[src/rtl/vx_axi_req_relocator.sv]
// vx_axi_req_relocator: AW/AR request relocation stage for the Vortex AXI master.
// Each address channel has a 2-entry FIFO skid buffer. The buffer adds the programmed
// base offset to the address when a request is captured. Issue to the interconnect is
// gated by an outstanding-burst cap. A freeze/quiesce handshake lets the core be
// drained safely before a soft reset.
// Optional: define VX_AXI_RELOC_WINDOW_CHECK_EN to add the limit input and the sticky
// win_err output for address-window checking.
module vx_axi_req_relocator #(
  parameter int unsigned ID_W            = 8,
  parameter int unsigned ADDR_W          = 32,
  parameter int unsigned MAX_OUTSTANDING = 16,
  localparam int unsigned CntW           = $clog2(MAX_OUTSTANDING + 1)
) (
  input  logic              clk,
  input  logic              rstn,
  input  logic              base_we,
  input  logic [ADDR_W-1:0] base_wdata,
  output logic [ADDR_W-1:0] base_q,
  input  logic              freeze,
  output logic              quiesced,
  input  logic [ID_W-1:0]   s_awid,
  input  logic [ADDR_W-1:0] s_awaddr,
  input  logic [7:0]        s_awlen,
  input  logic [2:0]        s_awsize,
  input  logic [1:0]        s_awburst,
  input  logic              s_awvalid,
  output logic              s_awready,
  output logic [ID_W-1:0]   m_awid,
  output logic [ADDR_W-1:0] m_awaddr,
  output logic [7:0]        m_awlen,
  output logic [2:0]        m_awsize,
  output logic [1:0]        m_awburst,
  output logic              m_awvalid,
  input  logic              m_awready,
  input  logic [ID_W-1:0]   s_arid,
  input  logic [ADDR_W-1:0] s_araddr,
  input  logic [7:0]        s_arlen,
  input  logic [2:0]        s_arsize,
  input  logic [1:0]        s_arburst,
  input  logic              s_arvalid,
  output logic              s_arready,
  output logic [ID_W-1:0]   m_arid,
  output logic [ADDR_W-1:0] m_araddr,
  output logic [7:0]        m_arlen,
  output logic [2:0]        m_arsize,
  output logic [1:0]        m_arburst,
  output logic              m_arvalid,
  input  logic              m_arready,
  input  logic              mon_bvalid,
  input  logic              mon_bready,
  input  logic              mon_rvalid,
  input  logic              mon_rready,
  input  logic              mon_rlast,
  output logic [CntW-1:0]   wr_outstanding,
  output logic [CntW-1:0]   rd_outstanding,
`ifdef VX_AXI_RELOC_WINDOW_CHECK_EN
  input  logic [ADDR_W-1:0] limit,
  output logic              win_err,
`endif
  output logic              cnt_err
);

  localparam int unsigned NumCh = 2;  // index 0 = write (AW), 1 = read (AR)
  localparam logic [CntW-1:0] MaxOut = CntW'(MAX_OUTSTANDING);

  typedef struct packed {
    logic [ID_W-1:0]   id;
    logic [ADDR_W-1:0] addr;
    logic [7:0]        len;
    logic [2:0]        size;
    logic [1:0]        burst;
  } req_t;

  req_t [NumCh-1:0]           s_req;
  req_t [NumCh-1:0]           m_req;
  logic [NumCh-1:0]           s_valid, s_rdy, m_valid, m_ready, dec, uflow, empty;
  logic [NumCh-1:0][CntW-1:0] out_cnt;

  logic [ADDR_W-1:0] base_d;
  logic              cnt_err_d, quiesced_d;

  assign s_req[0] = {s_awid, s_awaddr, s_awlen, s_awsize, s_awburst};
  assign s_req[1] = {s_arid, s_araddr, s_arlen, s_arsize, s_arburst};
  assign s_valid  = {s_arvalid, s_awvalid};
  assign m_ready  = {m_arready, m_awready};
  assign dec[0]   = mon_bvalid & mon_bready;
  assign dec[1]   = mon_rvalid & mon_rready & mon_rlast;

  assign {m_awid, m_awaddr, m_awlen, m_awsize, m_awburst} = m_req[0];
  assign {m_arid, m_araddr, m_arlen, m_arsize, m_arburst} = m_req[1];
  assign m_awvalid      = m_valid[0];
  assign m_arvalid      = m_valid[1];
  assign s_awready      = s_rdy[0];
  assign s_arready      = s_rdy[1];
  assign wr_outstanding = out_cnt[0];
  assign rd_outstanding = out_cnt[1];

`ifdef VX_AXI_RELOC_WINDOW_CHECK_EN
  logic [NumCh-1:0] win_hit;
  logic             win_err_d;
`endif

  for (genvar c = 0; c < NumCh; c++) begin : g_ch
    req_t [1:0]      mem_q, mem_d;
    req_t            cap;
    logic            wptr_q, wptr_d, rptr_q, rptr_d;
    logic [1:0]      fill_q, fill_d;
    logic            rdy_q, rdy_d, hold_q, hold_d;
    logic [CntW-1:0] out_q, out_d;
    logic            push, pop, ch_uflow;

    // Once issued, hold_q keeps valid up independent of the cap until accepted.
    assign push       = s_valid[c] & rdy_q;
    assign m_valid[c] = (fill_q != 2'd0) & (hold_q | (out_q < MaxOut));
    assign pop        = m_valid[c] & m_ready[c];
    assign m_req[c]   = mem_q[rptr_q];
    assign s_rdy[c]   = rdy_q;
    assign out_cnt[c] = out_q;
    assign uflow[c]   = ch_uflow;
    assign empty[c]   = (fill_q == 2'd0);

    // Next state for the skid FIFO, ready flag and outstanding counter.
    always_comb begin
      cap      = s_req[c];
      cap.addr = s_req[c].addr + base_q;
      mem_d    = mem_q;
      wptr_d   = wptr_q;
      rptr_d   = rptr_q;
      if (push) begin
        mem_d[wptr_q] = cap;
        wptr_d        = ~wptr_q;
      end
      if (pop) begin
        rptr_d = ~rptr_q;
      end
      fill_d   = fill_q + {1'b0, push} - {1'b0, pop};
      rdy_d    = (fill_d != 2'd2) & ~freeze;
      hold_d   = m_valid[c] & ~m_ready[c];
      out_d    = out_q;
      ch_uflow = 1'b0;
      if (pop && !dec[c]) begin
        out_d = out_q + CntW'(1);
      end else if (dec[c] && !pop) begin
        if (out_q == '0) begin
          ch_uflow = 1'b1;
        end else begin
          out_d = out_q - CntW'(1);
        end
      end
    end

    // Per-channel state registers.
    always_ff @(posedge clk or negedge rstn) begin
      if (!rstn) begin
        mem_q  <= '0;
        wptr_q <= 1'b0;
        rptr_q <= 1'b0;
        fill_q <= 2'd0;
        rdy_q  <= 1'b1;
        hold_q <= 1'b0;
        out_q  <= '0;
      end else begin
        mem_q  <= mem_d;
        wptr_q <= wptr_d;
        rptr_q <= rptr_d;
        fill_q <= fill_d;
        rdy_q  <= rdy_d;
        hold_q <= hold_d;
        out_q  <= out_d;
      end
    end

`ifdef VX_AXI_RELOC_WINDOW_CHECK_EN
    logic [15:0]     span_bytes;
    logic [ADDR_W:0] span_end, win_bound;

    // Last byte of the burst against the top of the window, one bit wider to avoid wrap.
    always_comb begin
      span_bytes = (16'(s_req[c].len) + 16'd1) << s_req[c].size;
      span_end   = {1'b0, cap.addr} + (ADDR_W + 1)'(span_bytes) - (ADDR_W + 1)'(1);
      win_bound  = {1'b0, base_q} + {1'b0, limit};
      win_hit[c] = push & (span_end > win_bound);
    end
`endif
  end

  // Shared next state: base offset, sticky underflow and quiesce status.
  always_comb begin
    base_d     = base_we ? base_wdata : base_q;
    cnt_err_d  = cnt_err | (|uflow);
    quiesced_d = freeze & (&empty) & (out_cnt[0] == '0) & (out_cnt[1] == '0);
  end

  // Shared registers.
  always_ff @(posedge clk or negedge rstn) begin
    if (!rstn) begin
      base_q   <= '0;
      cnt_err  <= 1'b0;
      quiesced <= 1'b0;
    end else begin
      base_q   <= base_d;
      cnt_err  <= cnt_err_d;
      quiesced <= quiesced_d;
    end
  end

`ifdef VX_AXI_RELOC_WINDOW_CHECK_EN
  // Sticky window violation; a base reprogram starts a fresh window.
  always_comb begin
    win_err_d = (win_err & ~base_we) | (|win_hit);
  end

  // Window error register.
  always_ff @(posedge clk or negedge rstn) begin
    if (!rstn) begin
      win_err <= 1'b0;
    end else begin
      win_err <= win_err_d;
    end
  end
`endif

endmodule

[config.mk]
export PLATFORM = sky130hd
export DESIGN_NAME = vx_axi_req_relocator
export DESIGN_NICKNAME = d
export VERILOG_FILES = /design/src/rtl/vx_axi_req_relocator.sv
export SDC_FILE = /design/constraint.sdc
export NUM_CORES = 1
export LEC_CHECK = 0
export BUFFER_PORTS_ARGS = -buffer_cell sky130_fd_sc_hd__buf_2
export CAP_MARGIN = 40
export CORE_ASPECT_RATIO = 0.8
export CORE_MARGIN = 4
export CORE_UTILIZATION = 30
export DETAILED_ROUTE_END_ITERATION = 7
export GPL_ROUTABILITY_DRIVEN = 1
export GPL_TIMING_DRIVEN = 0
export SETUP_SLACK_MARGIN = 0.05
export SLEW_MARGIN = 20
export SYNTH_ARGS = -nofsm -noshare
export SYNTH_HDL_FRONTEND = slang
export SYNTH_SLANG_ARGS = --single-unit
[constraint.sdc]
create_clock -name clk -period 3.1 [get_ports clk]
set_input_delay 0.62 -clock clk [delete_from_list [all_inputs] [get_ports clk]]
set_output_delay 0.62 -clock clk [all_outputs]
set_load 0.02 [all_outputs]
==> metrics.txt <==
drt pass-1 iters=5; Vias=12700; CP Launch Type=flop; Port Buffers=about 300; Clk Latency, worst-skew pair=~580 ps; dominant cell by count in the synthesized netlist=nand2_1; total power=approximately 18 mW; Setup Skew=16.7 ps; multi-input logic area=between 7000 and 8000 sq um; Post-synth EDFFs=0; CTS Hold Bufs=0; Yosys cell types=around 80; most area-hungry cell type in the Yosys netlist=dfrtp_1; post-synthesis sequential area ratio=between 40% and 50%; # IOs=between 300 and 400; fin crit period=about 3000 ps; critical setup path kind=flop to flop; status=completed; Final period util=a little over nine tenths; peak supply drop=approximately 470 uV; crit path DAT=between 3000 and 4000 ps; worst flop-to-flop path endpoint=g_ch[1].mem_q[42]$_DFFE_PN0P_; Worst Reg-to-Reg Cells=9; Worst Path Max Fanout=4; DR DRC count=0; Fmax achieved=approximately 340 MHz; number of synthesized register bits=268; TritonCTS Buffers=31; Util after Layout=38.2%; clock root cell=clkbuf_16; Power Density=approximately 990 nW/um^2; number of routed nets with antenna violations=0; top post-synthesis cells by count=nand2_1, dfrtp_1, mux2_2, o21ai_0, ha_1; core area=slightly below 50000 sq um; slew margin rel.=46.2%; Post-Synthesis Cell Area=roughly 15000 sq um; Fin. Hold Viols=0; vias in the first global route=between 10000 and 15000; wire length per cell=19.5 um; initial DRC count=roughly 750; final hold slack=32.9 ps; Die Y=208 um; Vias/cell=about 5.0; largest cells by area after synthesis=dfrtp_1, mux2_2, nand2_1, ha_1, o21ai_0; CTS tree=yes; Starting Density=between 30% and 40%; initial antenna violation count=18; Post-Syn Instances=roughly 1500; routed wire length=49500 um; Req. time, crit path=3530 ps; endpoints failing setup=0; FFs w/ async S/R, synth=100%; Die Wd=between 200 and 300 um; Tot GR Track Use=~18%; Most used DFF post-synth=dfrtp_1; largest net degree at the start of global routing=just over 100; share of cells above drive strength 1=33.2%; Placer Congestion=0.874; FF-to-FF Start=base_q[4]$_DFFE_PN0P_; Final Max Tran Viols=0; unrepaired setup endpoints after global routing=no; H-tree depth=1; Worst Max-Slew Pin Slew=approximately 810 ps; deepest clock path buffer count=3; Static Leakage=around 9 nW; DP Wirelength=between 30000 and 40000 um; Hold Crit Class=input pin to async pin; Net Count, Synth=approximately 1700; Mean Syn Cell Area=between 9 and 10 sq um; Clk pin slew, worst setup/hold paths=about 60 ps; Critical Path Sink Type=flop; Ys Warns=0; first-pass GRT wire length=about 75000 um; clock sinks=approximately 270; grt total ovfl=0; filler cell count=approximately 4900; register area=6710 sq um; Nets=around 2100; Rows=~70; R2R setup slack=~130 ps; P&R area growth vs syn=24.7%; # Max-Cap Violations=0; Synth top area share=between 40% and 50%; DIE AREA=between 50000 and 60000 sq um
==> state kept, by name, summed over array words and instances (netlist names) <==
register,cells
g_ch.rptr_q,2
g_ch.mem_q,212
base_q,32
s_arready,1
g_ch.fill_q,4
s_awready,1
wr_outstanding,5
rd_outstanding,5
quiesced,1
g_ch.hold_q,2
g_ch.wptr_q,2
cnt_err,1
==> what timing repair did <==
| item | CTS | global route |
|---|---|---|
| pin swaps | 2 | 3 |
| setup buffers | 3 | 4 |
| gates resized for setup | 20 | 17 |
| hold endpoints to repair | 0 | 0 |
| gates cloned | 0 | 0 |
| setup endpoints to repair | 112 | 52 |
==> stage by stage <==
step	area [sq um]	setup WS, ps	instances	TNS (ps)
after floorplan	15000	277	1498	0
after global placement	17300	-3500	2467	-922370
after detailed placement	17400	-447	2470	-4650
after CTS	18500	68.1	2530	0
after global routing	18600	3.82	2537	0
final	18700	129	2538	0
==> cell type report <==
cell class,instances,share of cell area [%]
inverter,31,0.624
tap,666,4.47
timing repair buffer,315,8.88
clock buffer,40,4.45
buffer,72,1.90
antenna,3,0.0402
sequential,268,36.0
clock inverter,18,1.34
multi-input combinational,1125,42.3
==> layout by cell type (no fill, tap or decap), types with 42 or more instances in the layout <==
cell | synthesis | layout
a21oi_1 | 63 | 61
buf_2 | 4 | 308
mux2_2 | 188 | 188
ha_1 | 76 | 76
o21ai_0 | 137 | 133
dfrtp_1 | 266 | 264
nand2_1 | 305 | 305
nor2_1 | 46 | 46
clkbuf_1 | 51 | 49
xnor2_1 | 44 | 42
==> cell families (layout without fill, tap and decap cells) <==
family / count (synthesis) / in the layout / synth area share, %
xor+xnor: 73 / 73 / 4.27
fa+ha+maj: 80 / 80 / 6.89
mux: 191 / 191 / 14.3
flops: 268 / 268 / 44.8
simple gates: 458 / 458 / 13.2
other cells: 0 / 3 / 0
buf+inv: 105 / 476 / 3.11
compound gates: 323 / 323 / 13.3
==> per-layer routing <==
metal	up-vias	global-route usage (%)	share of wire, %
li1	5961	-	-
met1	6242	26.3	48
met2	384	26.2	42
met3	84	4.73	6.9
met4	26	3.25	2.0
met5	-	0	0.34
==> worst max path at each step <==
stage / slack (ps) / depth (start not counted) / end / from
2_1_floorplan: 280 / 10 / g_ch[1].mem_q[31]$_DFFE_PN0P_ / s_araddr[0]
3_3_place_gp: -3500 / 1 / base_q[11]$_DFFE_PN0P_ / rstn
3_5_place_dp: -450 / 11 / g_ch[0].mem_q[43]$_DFFE_PN0P_ / s_awaddr[0]
4_1_cts: 70 / 3 / m_awlen[5] / g_ch[0].rptr_q$_DFFE_PN0P_
5_1_grt: 4 / 10 / g_ch[1].mem_q[95]$_DFFE_PN0P_ / base_q[9]$_DFFE_PN0P_
6_report: 130 / 9 / g_ch[1].mem_q[42]$_DFFE_PN0P_ / base_q[4]$_DFFE_PN0P_
==> worst max-delay path, cell delays in order (launching register included) <==
cell	delay (ps)
dfrtp_1	490
ha_1	430
nand2_2	90
nor3b_2	300
o211a_1	230
o21ai_1	180
a2111oi_1	600
o21ai_1	170
xor2_1	230
o21ai_0	110
==> power breakdown <==
group,internal (mW),switching (mW)
Combinational,3.49,5.05
Sequential,5.00,0.939
Clock,2.32,1.58
Total,10.8,7.57
Power figures use the tool's default switching activity.
